<file path="src/rtl/id_ex_pipe_reg.sv">
// ID/EX pipeline register: latches decoded control and operands into EX,
// inserts load-use bubbles, runs the syscall drain/halt FSM and counts bubbles.
module id_ex_pipe_reg #(
    parameter int DATA_W       = 32,
    parameter int REG_AW       = 5,
    parameter int DRAIN_CYCLES = 3,
    parameter int CNT_W        = 16
) (
    input  logic              clk,
    input  logic              rst_n,
    input  logic              flush,
    input  logic              ex_hold,
    input  logic              resume,
    input  logic [19:0]       id_ctrl,
    input  logic              id_uses_rs,
    input  logic              id_uses_rt,
    input  logic [DATA_W-1:0] id_pc4,
    input  logic [DATA_W-1:0] id_rs_data,
    input  logic [DATA_W-1:0] id_rt_data,
    input  logic [DATA_W-1:0] id_imm,
    input  logic [REG_AW-1:0] id_rs,
    input  logic [REG_AW-1:0] id_rt,
    input  logic [REG_AW-1:0] id_rd,
    input  logic [4:0]        id_shamt,
    output logic [19:0]       ex_ctrl,
    output logic [DATA_W-1:0] ex_pc4,
    output logic [DATA_W-1:0] ex_rs_data,
    output logic [DATA_W-1:0] ex_rt_data,
    output logic [DATA_W-1:0] ex_imm,
    output logic [REG_AW-1:0] ex_rs,
    output logic [REG_AW-1:0] ex_rt,
    output logic [REG_AW-1:0] ex_wreg,
    output logic [4:0]        ex_shamt,
    output logic              ex_valid,
    output logic              id_stall,
    output logic              halted,
    output logic [CNT_W-1:0]  bubble_cnt
);

    localparam int CTRL_MEM_TO_REG = 17;
    localparam int CTRL_REG_WRITE  = 10;
    localparam int CTRL_REG_DST    = 9;
    localparam int CTRL_JAL        = 8;
    localparam int CTRL_SYSCALL    = 3;
    localparam int DCW = (DRAIN_CYCLES > 1) ? $clog2(DRAIN_CYCLES) : 1;

    typedef enum logic [1:0] {
        ST_RUN,
        ST_DRAIN,
        ST_HALTED
    } state_t;

    state_t           state_reg;
    logic [DCW-1:0]   drain_cnt_reg;

    logic             load_use;
    logic             sys_in_ex;
    logic             stop;
    logic             load_bubble;
    logic             capture;
    logic             count_bubble;
    logic [REG_AW-1:0] wreg_next;

    always_comb begin
        load_use = ex_valid & ex_ctrl[CTRL_MEM_TO_REG] & (ex_wreg != '0) &
                   ((id_uses_rs & (ex_wreg == id_rs)) | (id_uses_rt & (ex_wreg == id_rt)));
        // A syscall sitting in EX already freezes the front end, so the
        // instructions behind it become drain bubbles from the next edge.
        sys_in_ex    = ex_valid & ex_ctrl[CTRL_SYSCALL];
        stop         = (state_reg != ST_RUN) | sys_in_ex;
        id_stall     = load_use | ex_hold | stop;
        load_bubble  = flush | (!ex_hold & (stop | load_use));
        capture      = !flush & !ex_hold & !stop & !load_use;
        count_bubble = flush | (!ex_hold & !stop & load_use);
    end

    always_comb begin
        if (id_ctrl[CTRL_JAL])
            wreg_next = REG_AW'(31);
        else if (!id_ctrl[CTRL_REG_WRITE])
            wreg_next = '0;
        else if (id_ctrl[CTRL_REG_DST])
            wreg_next = id_rd;
        else
            wreg_next = id_rt;
    end

    always_ff @(posedge clk or negedge rst_n) begin
        if (!rst_n) begin
            ex_ctrl    <= '0;
            ex_pc4     <= '0;
            ex_rs_data <= '0;
            ex_rt_data <= '0;
            ex_imm     <= '0;
            ex_rs      <= '0;
            ex_rt      <= '0;
            ex_wreg    <= '0;
            ex_shamt   <= '0;
            ex_valid   <= 1'b0;
        end else if (load_bubble) begin
            ex_ctrl    <= '0;
            ex_pc4     <= '0;
            ex_rs_data <= '0;
            ex_rt_data <= '0;
            ex_imm     <= '0;
            ex_rs      <= '0;
            ex_rt      <= '0;
            ex_wreg    <= '0;
            ex_shamt   <= '0;
            ex_valid   <= 1'b0;
        end else if (capture) begin
            ex_ctrl    <= id_ctrl;
            ex_pc4     <= id_pc4;
            ex_rs_data <= id_rs_data;
            ex_rt_data <= id_rt_data;
            ex_imm     <= id_imm;
            ex_rs      <= id_rs;
            ex_rt      <= id_rt;
            ex_wreg    <= wreg_next;
            ex_shamt   <= id_shamt;
            ex_valid   <= 1'b1;
        end
    end

    always_ff @(posedge clk or negedge rst_n) begin
        if (!rst_n) begin
            bubble_cnt <= '0;
        end else if (count_bubble && (bubble_cnt != '1)) begin
            bubble_cnt <= bubble_cnt + 1'b1;
        end
    end

    always_ff @(posedge clk or negedge rst_n) begin
        if (!rst_n) begin
            state_reg     <= ST_RUN;
            drain_cnt_reg <= '0;
            halted        <= 1'b0;
        end else begin
            case (state_reg)
                ST_RUN: begin
                    if (sys_in_ex && !ex_hold && !flush) begin
                        state_reg     <= ST_DRAIN;
                        drain_cnt_reg <= DCW'(DRAIN_CYCLES - 1);
                    end
                end
                ST_DRAIN: begin
                    // MEM/WB only advance while EX is not held
                    if (!ex_hold) begin
                        if (drain_cnt_reg == '0) begin
                            state_reg <= ST_HALTED;
                            halted    <= 1'b1;
                        end else begin
                            drain_cnt_reg <= drain_cnt_reg - 1'b1;
                        end
                    end
                end
                ST_HALTED: begin
                    if (resume) begin
                        state_reg <= ST_RUN;
                        halted    <= 1'b0;
                    end
                end
                default: begin
                    state_reg <= ST_RUN;
                    halted    <= 1'b0;
                end
            endcase
        end
    end

endmodule

</file>
<file path="config.mk">
export PLATFORM = sky130hd
export DESIGN_NAME = id_ex_pipe_reg
export DESIGN_NICKNAME = d
export VERILOG_FILES = /design/src/rtl/id_ex_pipe_reg.sv
export SDC_FILE = /design/constraint.sdc
export NUM_CORES = 1
export LEC_CHECK = 0
export BUFFER_PORTS_ARGS = -buffer_cell sky130_fd_sc_hd__buf_4
export CORE_AREA = 2 2 141 143
export CTS_CLUSTER_SIZE = 16
export DETAILED_ROUTE_END_ITERATION = 10
export DIE_AREA = 0 0 143 145
export PLACE_DENSITY_LB_ADDON = 0.3
export REMOVE_ABC_BUFFERS = 1
export SLEW_MARGIN = 20
export SYNTH_ARGS = -nofsm -noshare
export SYNTH_HDL_FRONTEND = slang
export SYNTH_SLANG_ARGS = --single-unit
</file>
<file path="constraint.sdc">
create_clock -name clk -period 2.7 [get_ports clk]
set_input_delay 0.135 -clock clk [delete_from_list [all_inputs] [get_ports clk]]
set_output_delay 0.135 -clock clk [all_outputs]
set_load 0.01 [all_outputs]
</file>
After elaboration in Yosys (flattened, before gate mapping)
Index checks and enable logic that the tools add are counted.
{"block": "classes", "eq_ne": 10, "shifts": 0, "multipliers": 0, "order_cmp": 0, "n_addsub": 2, "n_mux": 36, "n_reduce_logical": 16, "n_bitwise": 20, "div_mod_pow": 0}
{"operator": "two-way mux 32 bit", "count": 8}
{"operator": "two-way mux 5 bit", "count": 11}
{"operator": "two-way mux 20 bit", "count": 2}
{"operator": "adder 16 x 1 -> 16 bit (second input constant)", "count": 1}
{"operator": "!= test 16 bit (second input constant)", "count": 1}
{"operator": "two-way mux 2 bit", "count": 7}
{"operator": "AND 1 bit", "count": 12}
{"operator": "AND reduction 4 bit", "count": 3}
{"operator": "== test 5 bit", "count": 2}
{"operator": "!= test 2 bit (second input constant)", "count": 5}
{"operator": "bitwise OR 1 bit", "count": 7}
{"operator": "one-hot mux 2 bit (3 select lines)", "count": 1}
{"operator": "nonzero test 2 bit", "count": 3}
{"operator": "two-way mux 1 bit", "count": 5}
{"operator": "nonzero test 5 bit", "count": 1}
{"operator": "zero test 1 bit", "count": 4}
{"operator": "zero test 2 bit", "count": 2}
{"operator": "one-hot mux 2 bit (2 select lines)", "count": 1}
{"operator": "logical AND 1 bit", "count": 3}
{"operator": "one-hot mux 1 bit (3 select lines)", "count": 1}
{"operator": "== test 2 x 1 -> 1 bit (second input constant)", "count": 1}
{"operator": "== test 2 bit (second input constant)", "count": 1}
{"operator": "subtractor 2 x 1 -> 2 bit (second input constant)", "count": 1}
{"operator": "inverter 1 bit", "count": 1}
{"block": "word_totals", "input_bits": 175, "latch_bits": 0, "ramBits": 0, "mem_bits_ro": 0, "ff_bits": 190, "n_memories": 0, "word_cells": 98}

Depth between registers and ports, before layout
{"block": "logic_depth", "word_depth": 8, "ltp_mapped": 8, "ltp_nobuf": 7}

Worst setup path after synthesis
No wires, ideal clock.
{"block": "synth_timing", "path_type": "register -> register", "start": "register ex_wreg[3]", "end": "register ex_rt_data[12]", "period_less_slack_ps": 2028, "required_time_ps": 2579, "slack_ps": 672, "t_arrival_ps": 1907, "path_stages_with_launch": 9, "path_cell_list": "dfrtp_1 -> xor2_1 -> nor4_2 -> a32oi_2 -> o21ai_4 -> nor2_2 -> buf_6 -> buf_6 -> a22o_1"}
{"block": "synth_via", "elab_chain_cells": 8, "word_cells_on_any_way": 15, "cone_classes": "eq/ne: 2; mux: 1; bitwise: 9; reduce/logical: 3"}
{"element": "start: declaration", "line_no": "32", "source": "output logic [REG_AW-1:0] ex_wreg,"}
{"element": "start signal: assignment", "line_no": "119", "source": "ex_wreg <= wreg_next;"}
{"element": "== test 5 bit", "line_no": "66", "source": "((id_uses_rs & (ex_wreg == id_rs)) | (id_uses_rt & (ex_wreg == id_rt)));"}
{"element": "AND 1 bit", "line_no": "66"}
{"element": "bitwise OR 1 bit", "line_no": "66"}
{"element": "AND 1 bit *", "line_no": "65", "source": "load_use = ex_valid & ex_ctrl[CTRL_MEM_TO_REG] & (ex_wreg != '0) &"}
{"element": "bitwise OR 1 bit", "line_no": "72", "source": "load_bubble = flush | (!ex_hold & (stop | load_use));"}
{"element": "AND 1 bit", "line_no": "72"}
{"element": "bitwise OR 1 bit", "line_no": "72"}
{"element": "two-way mux 32 bit or nonzero test 2 bit (tied branches)"}
{"element": "end signal: assignment", "line_no": "115", "source": "ex_rt_data <= id_rt_data;"}
{"element": "end: declaration", "line_no": "28", "source": "output logic [DATA_W-1:0] ex_rt_data,"}
Every way passes the cells marked *; elsewhere a longest branch is shown, timed or not.
A chain may end at the register's enable or synchronous reset.

Worst setup path in the final report
{"block": "layout_timing", "start": "register ex_wreg[1]", "end": "register ex_ctrl[18]"}
{"block": "layout_via", "elab_chain_cells": 8, "word_cells_on_any_way": 15, "cone_classes": "eq/ne: 2; mux: 1; bitwise: 9; reduce/logical: 3"}
{"element": "== test 5 bit", "line_no": "66"}
{"element": "AND 1 bit", "line_no": "66"}
{"element": "bitwise OR 1 bit", "line_no": "66"}
{"element": "AND 1 bit *", "line_no": "65"}
{"element": "bitwise OR 1 bit", "line_no": "72"}
{"element": "AND 1 bit", "line_no": "72"}
{"element": "bitwise OR 1 bit", "line_no": "72"}
{"element": "two-way mux 20 bit or nonzero test 2 bit (tied branches)"}
{"element": "end signal: assignment", "line_no": "112", "source": "ex_ctrl <= id_ctrl;"}
{"element": "end: declaration", "line_no": "25", "source": "output logic [19:0] ex_ctrl,"}
Marks and branches as above.

==> results.json <==
{
  "status": "finished, final reports clean",
  "rows": 51,
  "ys_types": 40,
  "start_kind": "register",
  "fin_util_pct": 64.9,
  "start_util_pct": 38.1,
  "yosys_warnings": 0,
  "grtUsageTotal_pct": 23.0,
  "die_w_um": 143,
  "fin_nets": 1208,
  "cts_resized": 0,
  "synth_top_family_by_area": "compound AO/OA/AOI/OAI gates",
  "synth_mux_area_share_pct": 1.21,
  "synthCells": 517,
  "grt_pass1_wl_um": 37600,
  "yosys.area_share.simple_pct": 3.88,
  "setup_viol": 0,
  "die_h_um": 145,
  "period_minus_slack_ns": 2.53,
  "firstDrtPassIters": 4,
  "io_pins": 362,
  "synth_compound_area_share_pct": 22.6,
  "h-tree-depth": 4,
  "slew_headroom_pct": 57.2,
  "avgViaCountPerCell": 5.10,
  "synthAdderAreaFrac_pct": 0.342,
  "detailed_place_hpwl_um": 15100,
  "p_leak_nw": 6.29,
  "first_iter_violations": 345,
  "synth_seq_area_share_pct": 65.0,
  "dieArea_um2": 20700,
  "cts_tree": "built",
  "cp.required_ns": 3.05,
  "drt-total-wl_um": 24600,
  "clock_path_buffers": 2,
  "antenna_found_initial": 3,
  "ant_nets": 0,
  "cts_made_buffers": 17,
  "top_layer_used": "met4",
  "clk_latency_ns": 0.43,
  "ys_seq_elements": 190,
  "syn_to_final_growth_pct": 70.2,
  "powerDensity_nw_per_um2": 633,
  "cap_violations": 0,
  "drive_gt1_share_pct": 39.8,
  "clock-skew-final_ns": 0.0226,
  "peakVddDrop_uv": 383,
  "period_share_pct": 93.7,
  "synthFlopType": "dfrtp_1",
  "wl_met1_um": 9970,
  "slowest_delay_ns": 0.56,
  "avgSynthCellArea_um2": 14.2,
  "crit_slowest_cell": "or4_1",
  "grt_overflow": 0,
  "wire_per_inst_um": 18.8,
  "postCtsSetupBuffers": 0,
  "synth_xor_area_share_pct": 2.87,
  "rsz0062_at_grt": "false",
  "finalSetupTns_ns": 0,
  "hold_slack_ns": 0.0539,
  "grt_pass1_vias": 6902,
  "num_vias": 6690,
  "worst-setup-path-type": "register to register",
  "cts_sinks": 190,
  "clk_pin_slew_ns": 0.08,
  "tightest_slew_ns": 0.641,
  "p_total_mw": 7.89,
  "io_buffers": 361,
  "wl_met3_um": 1810,
  "fmax_mhz": 395,
  "syn_area_um2": 7320,
  "slew_viol_final": 0,
  "coreArea_um2": 19200,
  "path_cells": "or4_1, o21ai_1, o21ai_4, nor2_4, buf_12, a22o_1",
  "synth_edf_count": 0,
  "hold_viol_final": 0,
  "grt_max_degree": 114,
  "endpoint_kind": "register",
  "met2_length_um": 12100,
  "worstPathArrival_ns": 2.88,
  "async_reset_ff_share_pct": 100,
  "cp_max_fo": 80,
  "drcViolationCount": 0,
  "root_buffer": "clkbuf_16",
  "globalplace.congestion": 0.802,
  "hp-class": "primary input to register"
}
critical path, delay by kind of cell, from the launching register on:
| kind | cells | cell delay [ns] |
|---|---|---|
| DFF | 1 | 0.44 |
| and+or+nand+nor | 2 | 1.01 |
| AOI/OAI and AO/OA | 3 | 0.59 |
| buffers and inverters | 1 | 0.37 |
where the power goes:
part	switching, mW	internal [mW]	total, mW
combinational	0.872	1.08	1.95
clock	1.20	1.24	2.44
sequential	0.297	3.20	3.50
total	2.37	5.52	7.89
cell usage after synthesis, types with 2 or more instances:
master    count  area [um2]
dfrtp_1     190        4750
a22o_1      164        1440
clkbuf_1     21        78.8
nand2_1      19        71.3
buf_6        18         203
xnor2_1      15         131
nor2_1       12        45.0
xor2_1        9        78.8
nand3_1       8        40.0
mux2_2        7        78.8
a21oi_1       6        30.0
nand4_1       5        31.3
o31ai_1       5        37.5
inv_1         4        15.0
o21ai_0       4        20.0
nor4_1        3        18.8
a21o_1        2        15.0
and3_1        2        12.5
ha_1          2        25.0
layout by cell type (no fill, tap or decap), types with 4 or more instances in the layout:
| master | n |
|---|---|
| nor2_1 | 11 |
| inv_1 | 4 |
| o31ai_1 | 5 |
| clkinvlp_4 | 4 |
| clkbuf_16 | 17 |
| inv_8 | 5 |
| buf_12 | 6 |
| nand2_1 | 19 |
| mux2_2 | 7 |
| a21oi_1 | 6 |
| buf_4 | 362 |
| xnor2_1 | 15 |
| dlygate4sd3_1 | 165 |
| xor2_1 | 9 |
| o21ai_0 | 4 |
| dfrtp_1 | 190 |
| nand3_1 | 8 |
| nand4_1 | 5 |
| a22o_1 | 164 |
area by class of cell:
type / instances / area, um2
Sequential cell: 190 / 4750
Inverter: 4 / 15.0
Fill cell: 1445 / 6750
Clock inverter: 13 / 129
Tap cell: 265 / 332
Multi-Input combinational cell: 284 / 2280
Antenna cell: 3 / 7.51
Timing Repair Buffer: 534 / 4500
Clock buffer: 18 / 439
path summary, 6_finish.rpt:
kind / start / endpoint / slack [ns] / cells after the start
min: flush / ex_wreg[2]$_DFFE_PN0P_ / 0.05 / 2
min reg2reg: bubble_cnt[15]$_DFFE_PN0P_ / bubble_cnt[15]$_DFFE_PN0P_ / 0.50 / 1
max: ex_wreg[1]$_DFFE_PN0P_ / ex_ctrl[18]$_DFFE_PN0P_ / 0.17 / 6
min in group asynchronous: rst_n / halted$_DFFE_PN0P_ / 0.25 / 2
max reg2reg: ex_wreg[1]$_DFFE_PN0P_ / ex_ctrl[18]$_DFFE_PN0P_ / 0.17 / 6
max in group asynchronous: rst_n / ex_shamt[4]$_DFFE_PN0P_ / 1.68 / 3
repair_timing:
item | CTS | global route
endpoints found under the hold margin | 222 | 0
setup endpoints to repair | 0 | 88
hold buffers | 165 | 0
cell families (layout without fill, tap and decap cells):
kind of cell,count (synthesis),after routing
adders and majority gates,2,2
other,0,3
and+or+nand+nor,58,59
DFF,190,190
muxes,8,8
AOI/OAI and AO/OA,191,191
buffers and inverters,44,569
xor gates and xnor gates,24,24
layer usage:
metal / vias to the layer above / GRT usage, %
li1: 2998 / -
met4: 0 / 9.31
met2: 283 / 37.9
met3: 56 / 6.27
met1: 3353 / 28.4
met5: - / 0
stage by stage:
| step | setup slack, ns | std cells | area, um2 |
|---|---|---|---|
| 6_report | 0.171 | 1311 | 12500 |
| 5_1_grt | 0.0665 | 1311 | 12500 |
| 2_1_floorplan | -3.38 | 477 | 7030 |
| 3_5_place_dp | 0.125 | 1111 | 10200 |
| 4_1_cts | 0.0975 | 1307 | 12400 |
| 3_3_place_gp | 0.164 | 1111 | 10200 |
No activity file was read; power rests on OpenSTA's default activity.
